[src/rtl/feeder_pkg.sv]
// Shared types and constants for the serial bit feeder.
package feeder_pkg;

    // Serialiser control states.
    typedef enum logic [1:0] {
        IDLE  = 2'd0,
        SHIFT = 2'd1,
        GAP   = 2'd2
    } state_t;

    // Meaning of the per-word direction bit.
    localparam logic DIR_LSB_FIRST = 1'b1;
    localparam logic DIR_MSB_FIRST = 1'b0;

endpackage

[src/rtl/feeder_slot.sv]
// Single-entry holding register between the upstream handshake and the
// active shifter. A write always wins over a read, so a word arriving in
// the same cycle the previous one leaves keeps the slot full.
module feeder_slot #(
    parameter int WIDTH = 8
) (
    input  logic           clk,
    input  logic           reset,
    input  logic           wr_en,
    input  logic [WIDTH:0] wr_data,
    input  logic           rd_en,
    output logic [WIDTH:0] rd_data,
    output logic           full
);

    logic [WIDTH:0] data_q;

    // Occupancy flag: set on write, cleared on read, write has priority.
    // NOTE: sequential state is assigned with <= so every flop samples the
    // pre-edge values, regardless of statement order.
    always_ff @(posedge clk) begin
        if (reset) begin
            full <= 1'b0;
        end else if (wr_en) begin
            full <= 1'b1;
        end else if (rd_en) begin
            full <= 1'b0;
        end
    end

    // Payload capture on write.
    // NOTE: the payload has no reset; it is only ever read while full=1,
    // and leaving it unreset keeps it a plain enable register.
    always_ff @(posedge clk) begin
        if (wr_en) begin
            data_q <= wr_data;
        end
    end

    assign rd_data = data_q;

endmodule

[src/rtl/serial_bit_feeder.sv]
// Serialises parallel words one bit per clock toward the bidirectional
// shift register, with a one-word pending slot so consecutive words can
// stream without a bubble, and an optional idle gap after each word.
module serial_bit_feeder
    import feeder_pkg::*;
#(
    parameter int WIDTH      = 8,
    parameter int GAP_CYCLES = 0
) (
    input  logic             clk,
    input  logic             reset,
    input  logic [WIDTH-1:0] in_data,
    input  logic             in_dir,
    input  logic             in_valid,
    output logic             in_ready,
    output logic             dataIn,
    output logic             direction,
    output logic             bit_valid,
    output logic             word_done,
    output logic             busy
);

    localparam int CNT_W   = $clog2(WIDTH);
    localparam int GAP_W   = (GAP_CYCLES > 0) ? $clog2(GAP_CYCLES + 1) : 1;
    localparam bit HAS_GAP = (GAP_CYCLES > 0);

    localparam logic [CNT_W-1:0] CNT_LAST = CNT_W'(WIDTH - 1);
    localparam logic [GAP_W-1:0] GAP_LAST = GAP_W'((GAP_CYCLES > 0) ? GAP_CYCLES - 1 : 0);

    state_t           state_q, state_d;
    logic [CNT_W-1:0] cnt_q, cnt_d;
    logic [GAP_W-1:0] gap_q, gap_d;
    logic [WIDTH-1:0] word_q;
    logic             dir_q;

    logic             slot_full;
    logic [WIDTH:0]   slot_rd_data;
    logic             accept;
    logic             load;
    logic             last_bit;
    logic             gap_last;
    logic             active_free;
    logic [CNT_W-1:0] bit_idx;

    // Ready depends only on the slot flop, never on in_valid.
    assign in_ready = !slot_full;
    assign accept   = in_valid && in_ready;

    feeder_slot #(
        .WIDTH (WIDTH)
    ) u_slot (
        .clk     (clk),
        .reset   (reset),
        .wr_en   (accept),
        .wr_data ({in_data, in_dir}),
        .rd_en   (load),
        .rd_data (slot_rd_data),
        .full    (slot_full)
    );

    // Decide when the active shifter can take the pending word.
    always_comb begin
        last_bit    = (state_q == SHIFT) && (cnt_q == CNT_LAST);
        gap_last    = HAS_GAP && (state_q == GAP) && (gap_q == GAP_LAST);
        active_free = (state_q == IDLE) || (last_bit && !HAS_GAP) || gap_last;
        load        = active_free && slot_full;
    end

    // Next-state, counter and output decode.
    // NOTE: every signal gets a default before the case so no path leaves
    // one unassigned, which would otherwise infer a latch.
    always_comb begin
        state_d   = state_q;
        cnt_d     = cnt_q;
        gap_d     = gap_q;
        bit_valid = 1'b0;
        word_done = 1'b0;
        bit_idx   = '0;
        dataIn    = 1'b0;

        unique case (state_q)
            IDLE: begin
                if (load) begin
                    state_d = SHIFT;
                    cnt_d   = '0;
                end
            end

            SHIFT: begin
                bit_valid = 1'b1;
                word_done = last_bit;
                if (!last_bit) begin
                    cnt_d = cnt_q + 1'b1;
                end else if (HAS_GAP) begin
                    state_d = GAP;
                    gap_d   = '0;
                end else if (load) begin
                    // Reload straight from the slot: no idle bit between words.
                    state_d = SHIFT;
                    cnt_d   = '0;
                end else begin
                    state_d = IDLE;
                end
            end

            GAP: begin
                if (!gap_last) begin
                    gap_d = gap_q + 1'b1;
                end else if (load) begin
                    state_d = SHIFT;
                    cnt_d   = '0;
                end else begin
                    state_d = IDLE;
                end
            end

            default: begin
                state_d = IDLE;
            end
        endcase

        // Pick the bit for this count in the word's own direction.
        bit_idx = (dir_q == DIR_LSB_FIRST) ? cnt_q : (CNT_LAST - cnt_q);
        dataIn  = bit_valid & word_q[bit_idx];
    end

    assign direction = dir_q;
    assign busy      = (state_q != IDLE) || slot_full;

    // State, counters and the active word; the word and its direction
    // change only when a new word is loaded, so direction is stable
    // for the whole word and holds its last value when idle.
    always_ff @(posedge clk) begin
        if (reset) begin
            state_q <= IDLE;
            cnt_q   <= '0;
            gap_q   <= '0;
            word_q  <= '0;
            dir_q   <= DIR_LSB_FIRST;
        end else begin
            state_q <= state_d;
            cnt_q   <= cnt_d;
            gap_q   <= gap_d;
            if (load) begin
                word_q <= slot_rd_data[WIDTH:1];
                dir_q  <= slot_rd_data[0];
            end
        end
    end

endmodule

[config.mk]
export PLATFORM = sky130hd
export DESIGN_NAME = serial_bit_feeder
export DESIGN_NICKNAME = d
export VERILOG_FILES = /design/src/rtl/feeder_pkg.sv /design/src/rtl/feeder_slot.sv /design/src/rtl/serial_bit_feeder.sv
export SDC_FILE = /design/constraint.sdc
export NUM_CORES = 1
export LEC_CHECK = 0
export BUFFER_PORTS_ARGS = -buffer_cell sky130_fd_sc_hd__buf_2
export CAP_MARGIN = 20
export CORE_ASPECT_RATIO = 0.75
export CORE_MARGIN = 5
export CORE_UTILIZATION = 48
export CTS_BUF_LIST = sky130_fd_sc_hd__clkbuf_16
export DETAILED_ROUTE_END_ITERATION = 7
export MAX_ROUTING_LAYER = met4
export PLACE_DENSITY = 0.75
export SLEW_MARGIN = 25
export SYNTH_ARGS = -nofsm -noshare
export SYNTH_HDL_FRONTEND = slang
export SYNTH_SLANG_ARGS = --single-unit
[constraint.sdc]
create_clock -name clk -period 1.6 [get_ports clk]
set_input_delay 0.24 -clock clk [delete_from_list [all_inputs] [get_ports clk]]
set_output_delay 0.24 -clock clk [all_outputs]
set_load 0.05 [all_outputs]
### After elaboration in Yosys (flattened, before gate mapping)

Index checks and enable logic that the tools add are counted.
W data, S select, Z words.

* multipliers: 0
* divide/modulo/power cells: 0
* mux-type cells: 14
* add/sub/neg operators: 2
* eq/ne operators: 5
* shift-type cells: 0
* bitwise logic cells: 2
* reduce and logical (&&, ||, !) cells: 11
* $lt $le $gt $ge: 1

Operator list (count)
* $mux W3: 3
* $mux W1: 6
* $pmux W2 S3: 1
* $pmux W3 S2: 1
* $reduce_bool A2 Y1: 3
* $lt A3 B4 Y1 const B: 1
* $mux W2: 2
* $ne A2 B2 Y1 const B: 2
* $add A3 B1 Y3 const B: 1
* $bmux W1 S3: 1
* $eq A3 B3 Y1 const B: 1
* $logic_and A1 B1 Y1: 3
* $reduce_and A3 Y1: 1
* $sub A3 B3 Y3 const A: 1
* $eq A2 B1 Y1 const B: 1
* $eq A2 B2 Y1 const B: 1
* $logic_not A2 Y1: 1
* $logic_or A1 B1 Y1: 2
* $and A1 B1 Y1: 1
* $logic_not A1 Y1: 1
* $not A1 Y1: 1

* memories: 0
* bits in latches: 0
* logic and storage cells: 41
* memory bits (writable): 0
* output and inout bits: 6
* input port bits: 12
* bits in read-only memories: 0
* register bits after elaboration: 24

### Depth between registers and ports, before layout

Gate-level depths: netlist of run 1.

* depth in word-level cells: 7
* mapped depth: 8
* depth with buffers taken out: 6

### Hierarchy

From an unflattened synthesis of run 1, not the netlist that was laid out.

* cells, all modules: 98
* area total of the unflattened synthesis: 1003.5 µm²

By module, submodules not included
* serial_bit_feeder: sequential area each 260.2 µm², times used 1, cells an instance 85, area each 694.4 µm²
* feeder_slot: sequential area each 290.3 µm², times used 1, cells an instance 13, area each 309.0 µm²

### Worst setup path before layout of run 1

OpenSTA, ideal clock, no wires.

* kind: reg-to-output
* start: reg dir_q (netlist: direction)
* end: out dataIn
* arrival time: 1650 ps
* data required time: 1360 ps
* path buffers: 1
* slack: -290 ps
* cell stages (with the launch flop): 6
* path through: dfxtp_1 -> buf_4 -> nor3b_1 -> o21ai_0 -> nand4_1 -> o211a_1

* longest elaborated chain between the ends: 4

Ends and longest elaborated chain
* from (decl): line serial_bit_feeder.sv:34 `logic dir_q;`
* from (signal assigned): line serial_bit_feeder.sv:146 `dir_q <= slot_rd_data[0];`
* $mux W3: line serial_bit_feeder.sv:123 `bit_idx = (dir_q == DIR_LSB_FIRST) ? cnt_q : (CNT_LAST - cnt_q);`
* $bmux W1 S3: line serial_bit_feeder.sv:124 `dataIn = bit_valid & word_q[bit_idx];`
* $mux W1 (implied by the code): line serial_bit_feeder.sv:124
* $and A1 B1 Y1: line serial_bit_feeder.sv:124
* to (decl): line serial_bit_feeder.sv:16 `output logic dataIn,`

Every way passes these cells. The select of a mux whose other input is x is not followed.

### Worst setup path after layout of run 1

* start: reg cnt_q[0]
* end: out dataIn

* longest elaborated chain between the ends: 5

Ends and longest elaborated chain
* from (decl): line serial_bit_feeder.sv:31 `logic [CNT_W-1:0] cnt_q, cnt_d;`
* from (signal assigned): line serial_bit_feeder.sv:142 `cnt_q <= cnt_d;`
* $sub A3 B3 Y3: line serial_bit_feeder.sv:123
* $mux W3 (*): line serial_bit_feeder.sv:123
* $bmux W1 S3 (*): line serial_bit_feeder.sv:124
* $mux W1 (implied by the code) (*): line serial_bit_feeder.sv:124
* $and A1 B1 Y1 (*): line serial_bit_feeder.sv:124

Every way passes the cells marked *; elsewhere a longest branch is shown, timed or not. The select of a mux whose other input is x is not followed.

==> results.txt, run 1 <==
Max Transition Viols Final: 0
Final Routed Wirelength: 2380 um
GP Congestion: 0.747
endpoints failing setup: 4
Overall Power: 1.41 mW
synth unique cells: 31
setup TNS: -0.385 ns
hold wc startpoint: in_data[2]
FMAX: 546 MHz
reg2reg path depth: 7
Hold WC Path Type: input port to flop
Mapped Nets: 106
clk buf depth: 2
Die X: 63.3 um
Fin Hold WS: 0.156 ns
largest cells by area after synthesis: dfxtp_1 (27%), edfxtp_1 (26%), mux2i_1 (8.8%)
yosys warns: 0
CTS clk-pin slew, worst paths: 0.06 ns
H-Tree Depth: 1
Final Util: 67.5%
core area: 2010 um^2
global-route wire length before repair: 3530 um
Num CTS Buffers: 3
period utilisation layout: 114%
CTS tree: built
antenna-violating nets left: 0
Avg Cell Area, Syn: 11.1 um^2
Core Rows: 14
# IOs: 18
Final #Nets: 132
crit path from: cnt_q[0]
GRT Overall Usage: 14.5%
endpoints failing hold: 0
hold buffer count at CTS: 0
Post-synth EDFFs: 9
register area: 563 um^2
initial antenna violation count: 0
reg-to-reg startpoint: cnt_q[1]
Detailed Route Iter0 Violations: 22
ratio of cells with drive above 1 in the final layout: 47.0%
final-layout fill cell count: 145
Worst R2R Setup Slack: -0.04 ns
area of the multi-input gates: 499 um^2
count leader, synth: nor2_1
clk sink count: 23
GRT overflow: 0
Buffers on Ports: 17
Area Growth Syn to Fin: 32.9%
failing checks: setup timing
VDD IR max: 0.000855 V
Synth Instances: 92
CP required: 1.36 ns
Worst Setup End Kind: output port
Max-Cap Viols: 0
most frequent cells after synthesis: nor2_1 (15), dfxtp_1 (14), edfxtp_1 (9), mux2i_1 (9), o21ai_0 (6)
dominant synthesized flop cell: dfxtp_1
largest net degree at the start of global routing: 15
critical path fanouts, max: 7
vias in the first global route: 789
placed insts: 130
skew final: 0.00342 ns
Worst slew margin: 72.2%
RSZ-0062 raised after global routing: yes
dpl hpwl: 1250 um
final worst slack: -0.231 ns
WS Path Type: flop to output port
status: finished, violations left
clk_lat worst skew: 0.25 ns
DRT Pass-1 Iters: 5
WP data arrival: 1.59 ns
Tightest Pin Transition: 0.417 ns
Post-Syn Area: 1020 um^2
Async S/R FF share, synth: 0%
Power per Cell Area: 1040 nW/um^2
Yosys top cell by area: dfxtp_1
nature of the critical path startpoint: flop
DR vias/cell: 5.58
Seq/Total Area, Yosys: 53.8%
clock root buffer: clkbuf_16
antenna fix cells: 0
Synth Register Bits: 23
Post-route DRC: 0
Vias: 787
WL per Instance: 16.9 um
R2R Path End: direction
Critical Path Sink: dataIn
post-layout min period: 1.83 ns
Initial Util: 50.8%
Die Height: 50.0 um
Leak: 0.618 nW
post-route insts no fill: 141
die area: 3170 um^2
top-area cell type share of the netlist area: 27.4%
==> state kept, by name, indices dropped and copies added (netlist names) <==
signal,flops
cnt_q,3
word_q,8
u_slot.rd_data,9
u_slot.full,1
direction,1
state_q,1
==> power by group <==
group | internal [mW] | total [mW] | switching (mW)
sequential | 0.644 | 0.675 | 0.0308
combinational | 0.0906 | 0.201 | 0.110
clock | 0.336 | 0.535 | 0.199
total | 1.07 | 1.41 | 0.340
==> logic make-up after synthesis <==
family                     Yosys count  synth area share, %
AOI/OAI and AO/OA                   13                 7.46
adders and majority gates            2                 2.44
buffers and inverters                8                 5.75
DFF                                 23                 53.8
muxes                                9                 8.80
and+or+nand+nor                     37                 21.8
==> per-stage QoR <==
step	setup WS, ns	cell area, um^2
global placement	-0.0211	1110
floorplan	0.0332	1030
global route	-0.259	1360
finish	-0.231	1360
detailed placement	-0.0382	1110
CTS	-0.177	1250
==> repair_timing <==
action | CTS | global route
pin swaps | 4 | 5
resized for setup | 15 | 23
cloned | 1 | 0
setup buffers | 2 | 4
setup endpoints to repair | 4 | 14
==> placed cells by master, fill, tap and decap left out <==
cell       Yosys  layout
a211o_1        1       1
a21oi_1        3       3
a31oi_1        1       1
and2_2         1       1
and3_4         0       1
and3b_1        4       2
and3b_2        0       2
and4b_1        1       1
buf_2          1      15
buf_4          1       6
buf_6          1       4
buf_8          0       1
clkbuf_16      0       3
clkinv_2       0       1
dfxtp_1       14      10
dfxtp_2        0       1
dfxtp_4        0       3
edfxtp_1       9       9
ha_1           2       1
ha_2           0       1
inv_1          2       2
mux2i_1        9       9
nand2_1        1       1
nand2b_4       1       2
nand3_2        0       2
nand4_1        1       1
nor2_1        15      15
nor2_2         1       1
nor2b_1        1       1
nor2b_4        1       1
nor3_1         1       1
nor3b_1        4       2
nor3b_4        0       2
o211a_4        0       1
o21ai_0        6       1
o21ai_1        0       1
o21ai_2        0       4
o22ai_2        0       1
or2_2          2       2
==> layer usage <==
metal  GRT usage, %  routed length [um]
met5              -                   0
met4           6.23                  43
met3           2.73                 120
met2           25.2                1200
met1           16.3                1020
==> area by class of cell <==
cell class	count	area share, %
timing repair buffer	26	13.2
multi-input combinational	62	36.7
clock buffer	3	5.52
sequential	23	41.4
inverter	2	0.552
tap	24	2.21
clock inverter	1	0.368
==> how the worst min path moves through the flow <==
stage	endpoint	slack, ns	depth (start not counted)
after floorplan	cnt_q[0]	0.31	1
after global placement	u_slot.rd_data[1]	0.42	1
after detailed placement	u_slot.rd_data[2]	0.42	1
after CTS	u_slot.rd_data[2]	0.16	1
after global routing	u_slot.rd_data[6]	0.16	1
final	u_slot.rd_data[3]	0.16	1
==> critical path, stage by stage (launching register included) <==
cell	delay, ns
dfxtp_4	0.37
buf_6	0.13
and3b_2	0.22
o21ai_2	0.14
nand3_2	0.09
o211a_4	0.24
buf_8	0.14
Power figures use the tool's default switching activity.
==> inputs of run 2 (changes only) <==
--- a/config.mk
+++ b/config.mk
@@ -5,15 +5,16 @@
 export SDC_FILE = /design/constraint.sdc
 export NUM_CORES = 1
 export LEC_CHECK = 0
+export ABC_AREA = 1
 export BUFFER_PORTS_ARGS = -buffer_cell sky130_fd_sc_hd__buf_2
 export CAP_MARGIN = 20
 export CORE_ASPECT_RATIO = 0.75
 export CORE_MARGIN = 5
-export CORE_UTILIZATION = 48
+export CORE_UTILIZATION = 47
 export CTS_BUF_LIST = sky130_fd_sc_hd__clkbuf_16
 export DETAILED_ROUTE_END_ITERATION = 7
 export MAX_ROUTING_LAYER = met4
-export PLACE_DENSITY = 0.75
+export PLACE_DENSITY = 0.74
 export SLEW_MARGIN = 25
 export SYNTH_ARGS = -nofsm -noshare
 export SYNTH_HDL_FRONTEND = slang
==> results.txt, run 2 <==
nature of the critical path startpoint: flop
period utilisation layout: 102% (-13 points)
clk buf depth: 2 (unchanged)
Die X: 63.2 um (-0.21%)
Detailed Route Iter0 Violations: 14 (-36%)
fin area: 1290 um^2 (-5.2%)
DR vias/cell: 5.09 (-8.8%)
Post-Syn Area: 997 um^2 (-2.6%)
pre-CTS WS: 0.0968 ns (+0.135 ns)
post-layout min period: 1.63 ns (-0.203 ns)
critical path's top delay family: simple AND/OR/NAND/NOR gates
CTS clk-pin slew, worst paths: 0.06 ns (about the same)
Seq/Total Area, Yosys: 55.2% (+1.4 points)
Synth Register Bits: 23 (unchanged)
Num CTS Buffers: 3 (unchanged)
skew final: 0.00169 ns (-0.00173 ns)
Synth Instances: 108 (+17%)
most frequent cells in the layout: buf_2 (15), inv_1 (13), dfxtp_1 (11)
Core Rows: 14 (unchanged)
vias in the first global route: 743 (-5.8%)
Max Transition Viols Final: 0 (unchanged)
antenna-violating nets left: 0 (unchanged)
endpoints failing setup: 1 (-3)
core area: 2010 um^2 (unchanged)
Final Routed Wirelength: 2010 um (-16%)
WP data arrival: 1.39 ns (-0.20 ns)
final worst slack: -0.0272 ns (+0.203 ns)
WS Path Type: flop to output port
Overall Power: 1.51 mW (+6.7%)
clk sink count: 23 (unchanged)
number of flip-flops in the largest register: 9 (unchanged)
dpl hpwl: 1340 um (+7.1%)
Mapped Nets: 122 (+15%)
ratio of cells with drive above 1 in the final layout: 43.1% (-3.9 points)
Area Growth Syn to Fin: 29.4%
most frequent cells after synthesis: nand2_1 (18), dfxtp_1 (14), inv_1 (14)
yosys warns: 0 (unchanged)
Max-Cap Viols: 0 (unchanged)
hold wc startpoint: in_data[6]
H-Tree Depth: 1 (unchanged)
DRT Pass-1 Iters: 4 (-1)
crit path from: direction
Vias: 784 (-0.38%)
Post-synth EDFFs: 9 (unchanged)
crit-path cells: inv_6 > nand2_4 > nand2_4 > nand2_2 > nand3_2 > nand3_2 > nand2_2 > nor2_4 > buf_6
Fin Hold WS: 0.159 ns (+0.00322 ns)
Worst Setup End Kind: output port
CTS tree: built
status: finished, violations left
CP required: 1.36 ns (about the same)
FMAX: 615 MHz (+12%)
top-area cell type share of the netlist area: 28.1% (+0.72 points)
most common cell after layout, fill and taps aside: buf_2
# IOs: 18 (unchanged)
GRT Overall Usage: 12.6% (-1.9 points)
Post-route DRC: 0 (unchanged)
antenna fix cells: 0 (unchanged)
Hold WC Path Type: input port to flop
Yosys top cell by area: dfxtp_1
global-route wire length before repair: 3060 um (-13%)
largest net degree at the start of global routing: 14 (-1)
die area: 3150 um^2 (-0.41%)
Critical-path top delay cell: dfxtp_4
Worst slew margin: 81.6% (+9.5 points)
initial antenna violation count: 0 (unchanged)
Post-DP Area: 1110 um^2 (-0.11%)
endpoints failing hold: 0 (unchanged)
clock root buffer: clkbuf_16
clk_lat worst skew: 0.25 ns (about the same)
GP Congestion: 0.816 (+9.1%)
count leader, synth: nand2_1
RSZ-0062 raised after global routing: yes
GRT overflow: 0 (unchanged)
Leak: 0.571 nW (-7.6%)
VDD IR max: 0.000858 V (+0.25%)
Initial Util: 49.5% (-1.3 points)
final-layout fill cell count: 155 (+6.9%)
Tightest Pin Transition: 0.275 ns (-0.142 ns)
Die Height: 49.9 um (-0.20%)
reg-to-reg startpoint: cnt_q[0]
delay of the slowest critical-path stage: 0.41 ns (+0.04 ns)
WL per Instance: 13.0 um (-23%)
failing checks: setup timing
Power per Cell Area: 1170 nW/um^2 (+13%)
Async S/R FF share, synth: 0% (unchanged)
critical path fanouts, max: 6 (-1)
WP buf/inv: 2 (unchanged)
Avg Cell Area, Syn: 9.23 um^2 (-17%)
largest cells by area after synthesis: dfxtp_1 (28%), edfxtp_1 (27%), nand2_1 (6.8%)
dominant synthesized flop cell: dfxtp_1
Buffers on Ports: 17 (unchanged)
Final #Nets: 145 (+9.8%)
synth unique cells: 22 (-29%)
## run 2: changes by cell type after synthesis, moves of 3 or more
cell     before  now
and3b_1       4    0
nor3b_1       4    0
nor2_1       15   12
inv_1         2   14
mux2i_1       9    0
nand2_2       0    3
nand3_1       2    6
o21ai_2       0    3
nand2_1       1   18
a21oi_1       3    6
## run 2: routing by layer
layer	track usage (%)	part of all wire (%)	wire length, um	up-vias
li1	-	-	-	397
met1	14.6	43	857	354
met2	21.2	51	1030	31
met3	2.73	5.2	104	2
met4	5.54	0.60	12	0
met5	-	0	0	-
## run 2: final timing paths
kind	slack, ns	endpoint	cells past startpoint
max	-0.03	dataIn	9
min	0.16	u_slot.rd_data[7]	1
max reg2reg	0.13	word_q[6]	7
min reg2reg	0.47	word_q[4]	2
## run 2: what timing repair did
| item | 4_1_cts | 5_1_grt |
|---|---|---|
| setup endpoints to repair | 2 | 4 |
| pin swaps | 0 | 10 |
| cloned | 0 | 0 |
| buffers inserted | 0 | 1 |
| hold buffers | 0 | 0 |
| gates resized for setup | 8 | 22 |
| hold endpoints to repair | 0 | 0 |
## run 2: area by class of cell
cell class	instances	area, um^2	area share (%)
Sequential cell	23	562	43.5
Multi-Input combinational cell	66	428	33.2
Timing Repair Buffer	19	113	8.73
Inverter	18	77.6	6.01
Clock buffer	3	75.1	5.82
Tap cell	24	30.0	2.33
Clock inverter	1	5.00	0.388
## run 2: worst reg2reg max path, delay by kind of cell, from the launching register on
kind | cells | cell delay (ns)
buffers and inverters | 1 | 0.11
AOI/OAI and AO/OA | 2 | 0.23
DFF | 1 | 0.40
adders and majority gates | 2 | 0.39
and+or+nand+nor | 2 | 0.24
## run 2: kinds of logic (layout without fill, tap and decap cells)
family                     count (synthesis)  after routing  share of synthesized area (%)
and+or+nand+nor                           43             43                           20.3
DFF                                       23             23                           55.2
AOI/OAI and AO/OA                         20             20                           12.4
adders and majority gates                  2              2                           2.51
xor gates and xnor gates                   1              1                          0.878
buffers and inverters                     19             41                           8.66
## run 2: stage by stage
step / std cells / utilization, % / setup TNS [ns]
detailed placement: 149 / 55.3 / 0
global route: 154 / 64.0 / -0.0880
global placement: 149 / 55.3 / 0
floorplan: 108 / - / 0
finish: 154 / 64.0 / -0.0272
CTS: 153 / 60.1 / -0.00987
## run 2: where the power goes
group          internal, mW  total (mW)  switching, mW
Clock                 0.335       0.526          0.191
Sequential            0.656       0.688         0.0318
Combinational        0.0983       0.291          0.193
